**src/rtl/fnd_bin_scan.sv**
```systemverilog
// rtl/fnd_bin_scan.sv - 14-bit binary to 4-digit BCD converter with multiplexed 7-segment scan.
// Optional leading-zero blanking via FND_LEADING_ZERO_BLANK_EN.
module fnd_bin_scan #(
  parameter int SCAN_DIV = 100000
) (
  input  logic        clk,
  input  logic        reset_p,
  input  logic [13:0] value,
  input  logic        load,
  input  logic [3:0]  dp_mask,
  output logic        busy,
  output logic [7:0]  seg_n,
  output logic [3:0]  com_n
);

  localparam int CW = (SCAN_DIV > 2) ? $clog2(SCAN_DIV) : 1;
  localparam logic [CW-1:0] SCAN_TERM = CW'(SCAN_DIV - 1);

  typedef enum logic [1:0] {
    IDLE = 2'd0,
    CONV = 2'd1,
    DONE = 2'd2
  } state_t;

  state_t        state, state_next;
  logic [13:0]   bin_q;
  logic [15:0]   bcd_q;
  logic [15:0]   bcd_adj;
  logic [3:0]    step_q;
  logic [15:0]   disp_q;
  logic [CW-1:0] scan_cnt;
  logic [1:0]    idx;
  logic [1:0]    idx_next;
  logic [3:0]    digit_sel;
  logic [3:0]    blank;
  logic [6:0]    seg_dec;

  function automatic logic [6:0] decode(input logic [3:0] d);
    case (d)
      4'd0:    decode = 7'h40;
      4'd1:    decode = 7'h79;
      4'd2:    decode = 7'h24;
      4'd3:    decode = 7'h30;
      4'd4:    decode = 7'h19;
      4'd5:    decode = 7'h12;
      4'd6:    decode = 7'h02;
      4'd7:    decode = 7'h78;
      4'd8:    decode = 7'h00;
      4'd9:    decode = 7'h10;
      default: decode = 7'h7F;
    endcase
  endfunction

  always_ff @(posedge clk or posedge reset_p) begin
    if (reset_p) state <= IDLE;
    else         state <= state_next;
  end

  always_comb begin
    state_next = state;
    case (state)
      IDLE:    if (load) state_next = CONV;
      CONV:    if (step_q == 4'd13) state_next = DONE;
      DONE:    state_next = IDLE;
      default: state_next = IDLE;
    endcase
  end

  assign busy = (state != IDLE);

  // Add-3 correction of each BCD nibble before the shift.
  always_comb begin
    bcd_adj = bcd_q;
    for (int k = 0; k < 4; k++) begin
      if (bcd_q[4*k +: 4] >= 4'd5) bcd_adj[4*k +: 4] = bcd_q[4*k +: 4] + 4'd3;
    end
  end

  always_ff @(posedge clk or posedge reset_p) begin
    if (reset_p) begin
      bin_q  <= '0;
      bcd_q  <= '0;
      step_q <= '0;
      disp_q <= '0;
    end else begin
      case (state)
        IDLE: if (load) begin
          bin_q  <= (value > 14'd9999) ? 14'd9999 : value;
          bcd_q  <= '0;
          step_q <= '0;
        end
        CONV: begin
          bcd_q  <= {bcd_adj[14:0], bin_q[13]};
          bin_q  <= {bin_q[12:0], 1'b0};
          step_q <= step_q + 4'd1;
        end
        DONE:    disp_q <= bcd_q;
        default: ;
      endcase
    end
  end

  assign idx_next = (scan_cnt == SCAN_TERM) ? idx + 2'd1 : idx;

  always_ff @(posedge clk or posedge reset_p) begin
    if (reset_p) begin
      scan_cnt <= '0;
      idx      <= '0;
    end else begin
      scan_cnt <= (scan_cnt == SCAN_TERM) ? '0 : scan_cnt + 1'b1;
      idx      <= idx_next;
    end
  end

`ifdef FND_LEADING_ZERO_BLANK_EN
  always_comb begin
    blank    = '0;
    blank[3] = (disp_q[15:12] == 4'd0);
    blank[2] = blank[3] && (disp_q[11:8] == 4'd0);
    blank[1] = blank[2] && (disp_q[7:4] == 4'd0);
  end
`else
  assign blank = 4'b0000;
`endif

  assign digit_sel = disp_q[{idx_next, 2'b00} +: 4];
  assign seg_dec   = blank[idx_next] ? 7'h7F : decode(digit_sel);

  // Outputs follow idx_next so com_n and seg_n always agree with the current index.
  always_ff @(posedge clk or posedge reset_p) begin
    if (reset_p) begin
      com_n <= 4'b1110;
      seg_n <= 8'hC0;
    end else begin
      com_n <= ~(4'b0001 << idx_next);
      seg_n <= {~dp_mask[idx_next], seg_dec};
    end
  end

endmodule

```
**config.mk**
```make
export PLATFORM = sky130hd
export DESIGN_NAME = fnd_bin_scan
export DESIGN_NICKNAME = d
export VERILOG_FILES = /design/src/rtl/fnd_bin_scan.sv
export SDC_FILE = /design/constraint.sdc
export NUM_CORES = 1
export LEC_CHECK = 0
export ABC_CLOCK_PERIOD_IN_PS = 2200
export BUFFER_PORTS_ARGS = -buffer_cell sky130_fd_sc_hd__buf_2
export CAP_MARGIN = 30
export CORE_ASPECT_RATIO = 1.1
export CORE_UTILIZATION = 50
export CTS_CLUSTER_SIZE = 12
export DETAILED_ROUTE_END_ITERATION = 7
export GPL_ROUTABILITY_DRIVEN = 1
export GPL_TIMING_DRIVEN = 0
export PLACE_DENSITY = 0.83
export SYNTH_ARGS = -nofsm -noshare
export SYNTH_HDL_FRONTEND = slang
export SYNTH_SLANG_ARGS = --single-unit
```
**constraint.sdc**
```tcl
create_clock -name clk -period 2.2 [get_ports clk]
set_input_delay 0.11 -clock clk [delete_from_list [all_inputs] [get_ports clk]]
set_output_delay 0.11 -clock clk [all_outputs]
set_load 0.05 [all_outputs]
```
==> results of run 1 <==
-- metal layers --
layer	wire length [µm]	global-route usage	vias up
met5	0	0	-
met4	170	0.07320	0
met3	369	0.04418	14
met2	4620	0.3704	91
met1	3616	0.2553	1591
li1	-	-	1557
-- logic make-up after synthesis --
group                      Yosys count  synth area share
AOI/OAI and AO/OA                   85            0.1319
xor gates and xnor gates            21           0.04447
adders and majority gates           12           0.03630
buffers and inverters               40           0.04325
DFF                                 83            0.5036
muxes                               29           0.07471
and+or+nand+nor                    147            0.1658
-- area by class of cell --
cell class	instances	share of cell area
clock inverter	5	0.007080
tap	108	0.02731
sequential	83	0.4212
timing repair buffer	53	0.07358
inverter	22	0.01745
multi-input combinational	294	0.4043
buffer	17	0.01846
clock buffer	11	0.03059
-- worst min path at each step --
stage / end / slack, ps / from / cells after the start
3_5_place_dp: bin_q[6] / 330 / reset_p / 2
5_1_grt: bin_q[6] / 20 / value[6] / 3
6_report: bin_q[6] / 10 / value[6] / 3
2_1_floorplan: bin_q[12] / 250 / value[12] / 2
4_1_cts: bin_q[6] / 3 / value[6] / 3
3_3_place_gp: bin_q[5] / 360 / value[5] / 3
-- cell usage after synthesis (3+ instances only) --
cell       n  area share
a21oi_1   14       0.017
a222oi_1   6       0.015
clkbuf_1  13       0.012
dfrtp_1   78        0.47
dfstp_2    5       0.032
ha_1      12       0.036
inv_1     22       0.020
mux2_2    11       0.030
mux2i_1   17       0.041
nand2_1   61       0.055
nand2b_1  11       0.017
nand3_1   15       0.018
nor2_1    28       0.025
nor2b_1    7       0.011
nor3_1     9       0.011
o21ai_0   40       0.048
o22ai_1    8       0.012
o31ai_1    3      0.0054
xnor2_1   12       0.025
xor2_1     9       0.019
-- critical path: stages (launching register included) --
cell      delay, ps
dfrtp_1         390
ha_2            190
and4_4          150
and4_4          170
buf_4           150
buf_16          140
mux2i_4         180
a211oi_4        340
buf_4           180
and2_4          170
a22oi_1         100
-- power by group through the flow --
stage / Combinational [W] / Clock (W) / Sequential [W]
3_5_place_dp: 0.00189 / 0 / 0.00236
3_3_place_gp: 0.00176 / 0 / 0.00233
5_1_grt: 0.00239 / 0.00112 / 0.00239
4_1_cts: 0.00202 / 0.00105 / 0.00233
2_1_floorplan: 0.00138 / 0 / 0.00236
6_report: 0.00214 / 0.00103 / 0.00233
-- state kept, by name, indices dropped and copies added, names as in the netlist --
register and flops:
idx 2, bin_q 14, step_q 4, seg_n 8
com_n 4, scan_cnt 17, bcd_q 16, disp_q 16
state 2
-- stage by stage --
stage | instance area (µm²) | utilization | hold WS (ps)
CTS | 4832 | 0.6074 | 3.370
finish | 4949 | 0.6221 | 14.69
detailed placement | 4467 | 0.5615 | 325.9
global placement | 4447 | 0.5590 | 360.9
global route | 4949 | 0.6221 | 16.56
floorplan | 4146 | - | 252.6
-- timing repair --
action	4_1_cts	5_1_grt
resized for setup	15	19
setup buffers	12	4
endpoints found under the hold margin	40	0
setup endpoints to repair	8	8
hold buffers	2	0
cloned	1	0
pin swaps	6	4
==> summary.txt, run 1 <==
Drt
  • Antenna Violating Nets Remaining: 0
  • Detailed-route via count: between 3,000 and 4,000
  • DRC Markers: 0
  • Routed wire length: just under 9000 µm
  • Vias per Instance: 5.486
  • WL/cell: 14.80 µm
  • Drt first-iter violations: 153
  • TritonRoute pass-1 iters: 5

GRT
  • Largest net degree at the start of global routing: 45
  • Total gr overflow: 0
  • First-pass GRT wire length: 14,370 µm
  • GRT Overall Usage: 0.2126
  • Initial antenna violation count: 0
  • Number of global-route vias before repair: roughly 3,300

Worst setup path
  • Worst setup path startpoint: scan_cnt[1]
  • Worst setup path class: reg -> reg
  • Critical path required time: between 2000 and 2500 ps
  • Critical R2R Launch: scan_cnt[1]
  • CP arrival: 2510 ps
  • Worst r2r path cells: 10
  • CP endpoint kind: register
  • Worst R2R End: seg_n[5]
  • Critical path endpoint: seg_n[5]
  • CP startpoint kind: register
  • CP Max Fanout: 5
  • R2R Setup Slk: -80 ps

Logic synthesis
  • Synth cell types: 46
  • Mapped Nets: between 400 and 500
  • Area of the mapped netlist: ~0.0041 mm²
  • Number of flops mapped to enable cells by yosys: 0
  • Seq cells post-synth: slightly above 80
  • Post-synth ARST share: 1.000
  • Mapped Cells: 417
  • Post-synthesis sequential area ratio: 0.5036
  • Avg Inst Size Synth: 9.920 µm²
  • Synth Warn #: 0
  • Top_reg_cell synth: dfrtp_1

Clocking
  • H-tree levels: 3
  • Clk slew on worst S/H paths: ~90 ps
  • Worst-Skew Late Latency: 350 ps
  • CTS sink count: 83
  • CTS buffer count: 9
  • Max Root-Sink Buffers: 2
  • TritonCTS clock tree: built
  • Root Driver: clkbuf_8

Power and ir drop
  • Pwr dens: roughly 1100 mW/mm²
  • Int Power: 0.003340 W
  • VDD IR max: between 800 and 900 µV
  • Flop pwr share: 0.423
  • Clk network pwr share: 0.188
  • Net load switching power: 0.002163 W
  • Power consumption: around 0.0055 W
  • Sw Ratio: 0.3930
  • Pleak: 2.276 nW
  • Gate power share: 0.389

Timing
  • Endpoints failing setup: 6
  • Post-route clock skew: between 10 and 15 ps
  • RSZ-0062 raised after global routing: true
  • Fin. Hold Viols: 0
  • Fin. max-slew vios: 0
  • Rel. slew slack: 0.4157
  • Setup TNS: -348.1 ps
  • FMAX: 0.4378 GHz
  • Worst Max-Slew Pin Slew: 874.5 ps
  • Period utilization: 1.038
  • Crit path time final: 2284 ps
  • Final WS setup: -84.30 ps

Die
  • Starting Density: 0.5200
  • Core Region: about 0.008 mm²
  • Die height: 97.40 µm
  • Die area: ~0.0086 mm²
  • Rows: 34
  • Io pins: 34
  • Die Wd: 88.72 µm

Placed design
  • # port buffers: 33
  • Post-DP HPWL: roughly 5700 µm
  • Setup Slack @ Placement: -427.1 ps
  • Post-Place Cells: 559
  • Routability Congestion: 0.8647

Finish
  • Diodes inserted: 0
  • Leading cell types in the layout, fill and taps excluded: dfrtp_1, nand2_1, o21ai_0, buf_2, nor2_1
  • Sequential cell area: 0.002085 mm²
  • P&R area growth vs syn: 19.63%
  • Fraction of layout cells with a size suffix above 1: 0.2309
  • Post-Layout Cell Count: 593
  • Layout filler cell count: 645
  • Multi-input gate area: 0.002001 mm²
  • Commonest non-fill, non-tap cell in the layout: dfrtp_1
  • Nets: 513

Hold path
  • HP Class: in -> reg

Outcome
  • Status: complete, but fails checks
  • Violated checks: negative setup slack

Run
  • Max_cap viols: 0
(Power assumes the default switching activity.)
==> run 2, diff against run 1 <==
Settings changed: CORE_ASPECT_RATIO 1.1 to unset.
==> run 2 against run 1 <==
Against the previous run:
- the run still ends with negative setup slack left
- sequential power is essentially flat
- register-to-register slack worse by 30 ps
- count of clock-buffer cells in the layout fell by 1
- global-route usage grew 1.5 points
- largest power group unchanged
- die area about the same
- clock power is 31% higher
- wire length increased by 1.9%
- critical endpoint is now seg_n[4]
- highest routed layer unchanged
- cell count down 0.17%
==> summary.txt, run 2 (synthesis gave the netlist of run 1 again) <==
Outcome
  • Status: complete, but fails checks
  • Violated checks: negative setup slack

Finish
  • Most flops, register: scan_cnt
  • Diodes inserted: 0 (unchanged)
  • Layout filler cell count: 618 (-4.2%)
  • Sequential cell area: 0.002085 mm² (unchanged)
  • Multi-input gate area: 0.001968 mm² (-1.6%)
  • Post-Layout Cell Count: 592 (-0.17%)
  • Fraction of layout cells with a size suffix above 1: 0.2327 (+0.001725)
  • Top flop regs: scan_cnt x17, bcd_q x16, disp_q x16
  • Max reg flops: 17 (unchanged)
  • Leading cell types in the layout, fill and taps excluded: dfrtp_1, nand2_1, o21ai_0, buf_2, nor2_1
  • Final core occ: 0.6411 (+0.01905)
  • Commonest non-fill, non-tap cell in the layout: dfrtp_1
  • Nets: 518 (+0.97%)
  • P&R area growth vs syn: 21.63%

GRT
  • Total gr overflow: 0 (unchanged)
  • Met1 Resource Use GR: 0.2678 (+0.01246)
  • Initial antenna violation count: 0 (unchanged)
  • Met2 GRT Util: 0.4093 (+0.03890)
  • GRT Overall Usage: 0.2279 (+0.01529)
  • First-pass GRT wire length: 15,270 µm (+6.3%)
  • Largest net degree at the start of global routing: 39 (-13%)
  • Most crowded layer after global routing: met2
  • Number of global-route vias before repair: 3,324 (+2.0%)
  • Global-route track usage on met3: 0.05583 (+0.01165)

Worst setup path
  • Critical path required time: 2440 ps (about the same)
  • CP Max Fanout: 5 (unchanged)
  • R2R Setup Slk: -120 ps (-30 ps)
  • CP startpoint kind: register
  • Worst R2R End: seg_n[4]
  • CP endpoint kind: register
  • Worst setup path class: reg -> reg
  • Worst r2r path cells: 10 (unchanged)
  • CP arrival: 2550 ps (+40 ps)
  • Critical R2R Launch: scan_cnt[1]

Die
  • Die height: 92.96 µm (-4.6%)
  • Die area: 0.008641 mm² (about the same)
  • Die Wd: 92.96 µm (+4.8%)
  • Starting Density: 0.5271 (+0.007130)
  • Core Region: 0.007848 mm² (-1.4%)
  • Rows: 32 (-5.9%)
  • Io pins: 34 (unchanged)

Drt
  • Drt first-iter violations: 144 (-5.9%)
  • Antenna Violating Nets Remaining: 0 (unchanged)
  • DRC Markers: 0 (unchanged)
  • Routed wire length: 8940 µm (+1.9%)
  • WL/cell: 15.10 µm (+2.0%)
  • TritonRoute pass-1 iters: 4 (-1)
  • Detailed-route via count: 3,243 (-0.31%)
  • Vias per Instance: 5.478 (-0.14%)

Clocking
  • CTS sink count: 83 (unchanged)
  • Max Root-Sink Buffers: 2 (unchanged)
  • Root Driver: clkbuf_8
  • Worst-Skew Late Latency: 360 ps (about the same)
  • Clk slew on worst S/H paths: 80 ps (about the same)
  • TritonCTS clock tree: built
  • H-tree levels: 3 (unchanged)
  • CTS buffer count: 9 (unchanged)

Timing
  • Fin. max-slew vios: 0 (unchanged)
  • Post-route clock skew: 10.26 ps (-1.338 ps)
  • Worst Max-Slew Pin Slew: 541.1 ps (-333.4 ps)
  • Rel. slew slack: 0.6392 (+0.2235)
  • Endpoints failing setup: 7 (+1)
  • Final WS setup: -117.6 ps (-33.27 ps)
  • RSZ-0062 raised after global routing: true
  • FMAX: 0.4315 GHz (-1.4%)
  • Fin. Hold Viols: 0 (unchanged)
  • Period utilization: 1.053 (+0.01512)
  • Crit path time final: 2318 ps (+33.27 ps)
  • Setup TNS: -657.6 ps (-309.5 ps)

Placed design
  • Routability Congestion: 0.7983 (-7.7%)
  • Post-DP HPWL: 5902 µm (+2.7%)
  • Setup Slack @ Placement: -443.3 ps (-16.19 ps)
  • Post-Place Cells: 554 (-0.89%)
  • # port buffers: 33 (unchanged)

Run
  • Max_cap viols: 0 (unchanged)

Power and ir drop
  • Pleak: 2.314 nW (+1.7%)
  • Power consumption: 0.005807 W (+5.5%)
  • VDD IR max: 850.5 µV (+2.2%)
  • Pwr dens: 1154 mW/mm² (+3.8%)

Hold path
  • Hold Crit Depth: 3 (unchanged)
  • Worst Hold End: bin_q[11]
  • HP Class: in -> reg
  • Hold path start: value[11]
-- run 2: per-stage QoR --
step	hold WS (ps)	cell area, µm²
2_1_floorplan	252.6	4146
4_1_cts	11.28	4994
3_5_place_dp	98.36	4479
3_3_place_gp	361.5	4439
5_1_grt	22.99	5031
6_report	28.43	5031
-- run 2: worst max-delay path: stages, from the launching register on --
cell and delay [ps]:
dfrtp_1 400, ha_2 190, and4_4 150, and4_4 210, buf_12 130, buf_16 130
mux2i_4 180, a211oi_4 320, buf_4 180, and2_2 190, o21ai_0 110
-- run 2: metal layers --
| layer | vias to the layer above | share of wire | routed length (µm) |
|---|---|---|---|
| met3 | 14 | 0.033 | 297 |
| met2 | 62 | 0.54 | 4811 |
| li1 | 1574 | - | - |
| met5 | - | 0 | 0 |
| met1 | 1593 | 0.41 | 3688 |
| met4 | 0 | 0.016 | 143 |
-- run 2: cell type report --
cell class / count / area share
buffer: 17 / 0.01815
clock buffer: 10 / 0.02736
clock inverter: 6 / 0.02238
inverter: 22 / 0.01716
multi-input combinational: 294 / 0.3912
sequential: 83 / 0.4143
tap: 102 / 0.02537
timing repair buffer: 58 / 0.08406
-- run 2: how the worst max path moves through the flow --
stage / start / endpoint / slack, ps / depth (start not counted)
floorplan: scan_cnt[0] / seg_n[3] / -160 / 10
global placement: scan_cnt[0] / seg_n[3] / -410 / 10
detailed placement: scan_cnt[0] / seg_n[3] / -440 / 10
CTS: scan_cnt[0] / seg_n[1] / -50 / 9
global route: scan_cnt[1] / seg_n[6] / -220 / 11
finish: scan_cnt[1] / seg_n[4] / -120 / 10
-- run 2: where the power goes --
group	leakage (nW)	switching (W)	internal (W)	total, W
Combinational	1.12	0.00125	0.000869	0.00211
Sequential	1.07	0.000362	0.00198	0.00235
Clock	0.126	0.000560	0.000787	0.00135
Total	2.31	0.00217	0.00364	0.00581
-- run 2: repair_timing --
item                                    in CTS  in global routing
endpoints found under the setup margin       8                  8
cloned                                       1                  0
pin swaps                                    9                  5
resized for setup                           20                  7
hold buffers                                 5                  0
endpoints found under the hold margin       14                  0
setup buffers                               15                  2
==> run 3, diff against run 2 <==
Settings changed: ABC_CLOCK_PERIOD_IN_PS 2200 to 2300, PLACE_DENSITY 0.83 to 0.81.
Clock period 2.2 ns to 2.3 ns, I/O delays scaled along.
==> run 3 against run 2 <==
Against the previous run:
- the run still ends with negative setup slack left
- clock power is 27% lower
- critical path depth fell by 1
- global-route usage fell by 1.4 points
- via count decreased by 1.2%
- register-to-register slack better by 90 ps
- worst setup slack improved by 89 ps
- count of clock-buffer cells in the layout up 3
- sequential power is 5% lower
- sequential cell count stayed put
- hold slack lost 18 ps
- wire length shrank 4.4%
- critical endpoint is now seg_n[5]
- largest power group unchanged
==> summary.txt, run 3 (synthesis gave the netlist of run 1 again) <==
Outcome
  • Status: complete, but fails checks
  • Violated checks: negative setup slack

Power and ir drop
  • Pleak: 2.271 nW (-1.9%)
  • Net load switching power: 0.001980 W (-8.7%)
  • Int Power: 0.003214 W (-12%)
  • Gate power share: 0.379 (+0.015)
  • Flop pwr share: 0.430 (+0.026)
  • VDD IR max: 730.3 µV (-14%)
  • Pwr dens: 1057 mW/mm² (-8.4%)
  • Sw Ratio: 0.3812 (+0.007888)
  • Clk network pwr share: 0.191 (-0.041)

Drt
  • Detailed-route via count: 3,203 (-1.2%)
  • TritonRoute pass-1 iters: 4 (unchanged)
  • Antenna Violating Nets Remaining: 0 (unchanged)
  • Vias per Instance: 5.429 (-0.90%)
  • Routed wire length: 8543 µm (-4.4%)
  • WL/cell: 14.48 µm (-4.1%)
  • DRC Markers: 0 (unchanged)
  • Drt first-iter violations: 160 (+11%)

Timing
  • Endpoints failing setup: 2 (-5)
  • Post-route clock skew: 12.65 ps (+2.395 ps)
  • Rel. slew slack: 0.6121 (-0.02715)
  • RSZ-0062 raised after global routing: true
  • FMAX: 0.4294 GHz (-0.48%)
  • Final WS setup: -28.64 ps (+88.93 ps)
  • Crit path time final: 2329 ps (+11.07 ps)
  • Fin. max-slew vios: 0 (unchanged)
  • Period utilization: 1.012 (-0.04099)
  • Setup TNS: -40.72 ps (+616.9 ps)
  • Worst Max-Slew Pin Slew: 581.9 ps (+40.73 ps)
  • Fin. Hold Viols: 0 (unchanged)

Hold path
  • HP Class: in -> reg

Die
  • Rows: 32 (unchanged)
  • Die area: 0.008641 mm² (unchanged)
  • Starting Density: 0.5271 (unchanged)
  • Die Wd: 92.96 µm (unchanged)
  • Core Region: 0.007848 mm² (unchanged)
  • Io pins: 34 (unchanged)
  • Die height: 92.96 µm (unchanged)

Clocking
  • H-tree levels: 3 (unchanged)
  • Max Root-Sink Buffers: 2 (unchanged)
  • Clk slew on worst S/H paths: 80 ps (about the same)
  • TritonCTS clock tree: built
  • Root Driver: clkbuf_8
  • CTS sink count: 83 (unchanged)
  • Worst-Skew Late Latency: 350 ps (about the same)
  • CTS buffer count: 9 (unchanged)

Worst setup path
  • Crit path max-delay cell type: dfrtp_1
  • Max incr delay on CP: 370 ps (-30 ps)
  • CP Max Fanout: 6 (+1)
  • Worst path cell trace: ha_2 > and4_4 > and4_4 > mux2_2 > a211oi_4 > inv_2 > ha_4 > nor2_1 > a22oi_1
  • CP endpoint kind: register
  • Most used cell, CP: and4_4
  • CP startpoint kind: register
  • Worst setup path class: reg -> reg
  • CP arrival: 2560 ps (about the same)
  • CP Buf/Inv Count: 1 (-2)
  • Top delay family on crit path: simple AND/OR/NAND/NOR gates
  • Critical path required time: 2530 ps (+90 ps)

Finish
  • Commonest non-fill, non-tap cell in the layout: dfrtp_1
  • Nets: 517 (-0.19%)
  • Most flops, register: scan_cnt
  • P&R area growth vs syn: 18.78%
  • Leading cell types in the layout, fill and taps excluded: dfrtp_1, nand2_1, o21ai_0, buf_2, nor2_1
  • Top flop regs: scan_cnt x17, bcd_q x16, disp_q x16
  • Max reg flops: 17 (unchanged)
  • Diodes inserted: 0 (unchanged)
  • Final core occ: 0.6261 (-0.01499)
  • Fraction of layout cells with a size suffix above 1: 0.2275 (-0.005194)

Run
  • Max_cap viols: 0 (unchanged)

GRT
  • GRT Overall Usage: 0.2138 (-0.01408)
  • Initial antenna violation count: 0 (unchanged)
  • Total gr overflow: 0 (unchanged)
  • First-pass GRT wire length: 14,420 µm (-5.6%)
  • Number of global-route vias before repair: 3,161 (-4.9%)
  • Largest net degree at the start of global routing: 66 (+69%)

Placed design
  • # port buffers: 33 (unchanged)
  • Post-DP HPWL: 5862 µm (-0.67%)
  • Routability Congestion: 0.8242 (+3.2%)
[run 3: cell count changes in the layout (fill, tap and decap cells not counted), sizes merged]
cell,before,now
inv,21,22
buf,57,59
clkinv,3,0
clkbuf,23,26
bufinv,3,1
bufbuf,0,1
dlygate4sd3,5,1
[run 3: worst paths after layout]
path                              from       end  slack [ps]  depth (start not counted)
min reg2reg                   bin_q[9]  bin_q[9]         490                          2
min in group asynchronous      reset_p  bin_q[8]         230                          3
min                           value[5]  bin_q[5]          10                          3
max                        scan_cnt[0]  seg_n[5]         -30                          9
max reg2reg                scan_cnt[0]  seg_n[5]         -30                          9
max in group asynchronous      reset_p  com_n[1]        1440                          4
[run 3: through the flow]
step,instances,cell area [µm²],hold WS [ps],setup slack (ps),total power [W]
4_1_cts,577,4796,2.396,2.865,0.005154
3_5_place_dp,553,4466,73.75,-316.3,0.004066
6_report,590,4913,10.58,-28.64,0.005194
3_3_place_gp,552,4436,363.4,-796.8,0.003925
5_1_grt,590,4913,11.87,-148.3,0.005581
2_1_floorplan,417,4143,257.6,-64.44,0.003578
[run 3: cell type report]
type	instances	area, µm²
Clock buffer	13	138.9
Fill cell	640	2934
Timing Repair Buffer	57	396.6
Tap cell	102	127.6
Multi-Input combinational cell	294	1951
Buffer	17	92.59
Clock inverter	2	37.54
Sequential cell	83	2085
Inverter	22	85.08
[run 3: timing repair]
item,CTS,global route
endpoints found under the hold margin,18,0
hold buffers,1,0
setup endpoints to repair,8,8
gates cloned,1,0
pin swaps,5,5
resized for setup,14,10
setup buffers,8,13
[run 3: layer usage]
layer / wire [µm] / part of all wire / track usage / vias up
met4: 142 / 0.017 / 0.07436 / 0
met1: 3619 / 0.42 / 0.2545 / 1541
met3: 343 / 0.040 / 0.04926 / 13
met2: 4437 / 0.52 / 0.3768 / 78
li1: - / - / - / 1571
met5: 0 / 0 / 0 / -
[run 3: power groups by stage]
| stage | Sequential (W) | Clock, W | Combinational, W |
|---|---|---|---|
| after CTS | 0.00223 | 0.00101 | 0.00191 |
| after floorplan | 0.00225 | 0 | 0.00132 |
| after global placement | 0.00224 | 0 | 0.00169 |
| after detailed placement | 0.00226 | 0 | 0.00180 |
| after global routing | 0.00229 | 0.00107 | 0.00222 |
| final | 0.00223 | 0.000992 | 0.00197 |
[run 3: tightest hold or removal path, cell delays in order]
cell      delay (ps)
buf_2             90
a222oi_1          80
inv_1             50
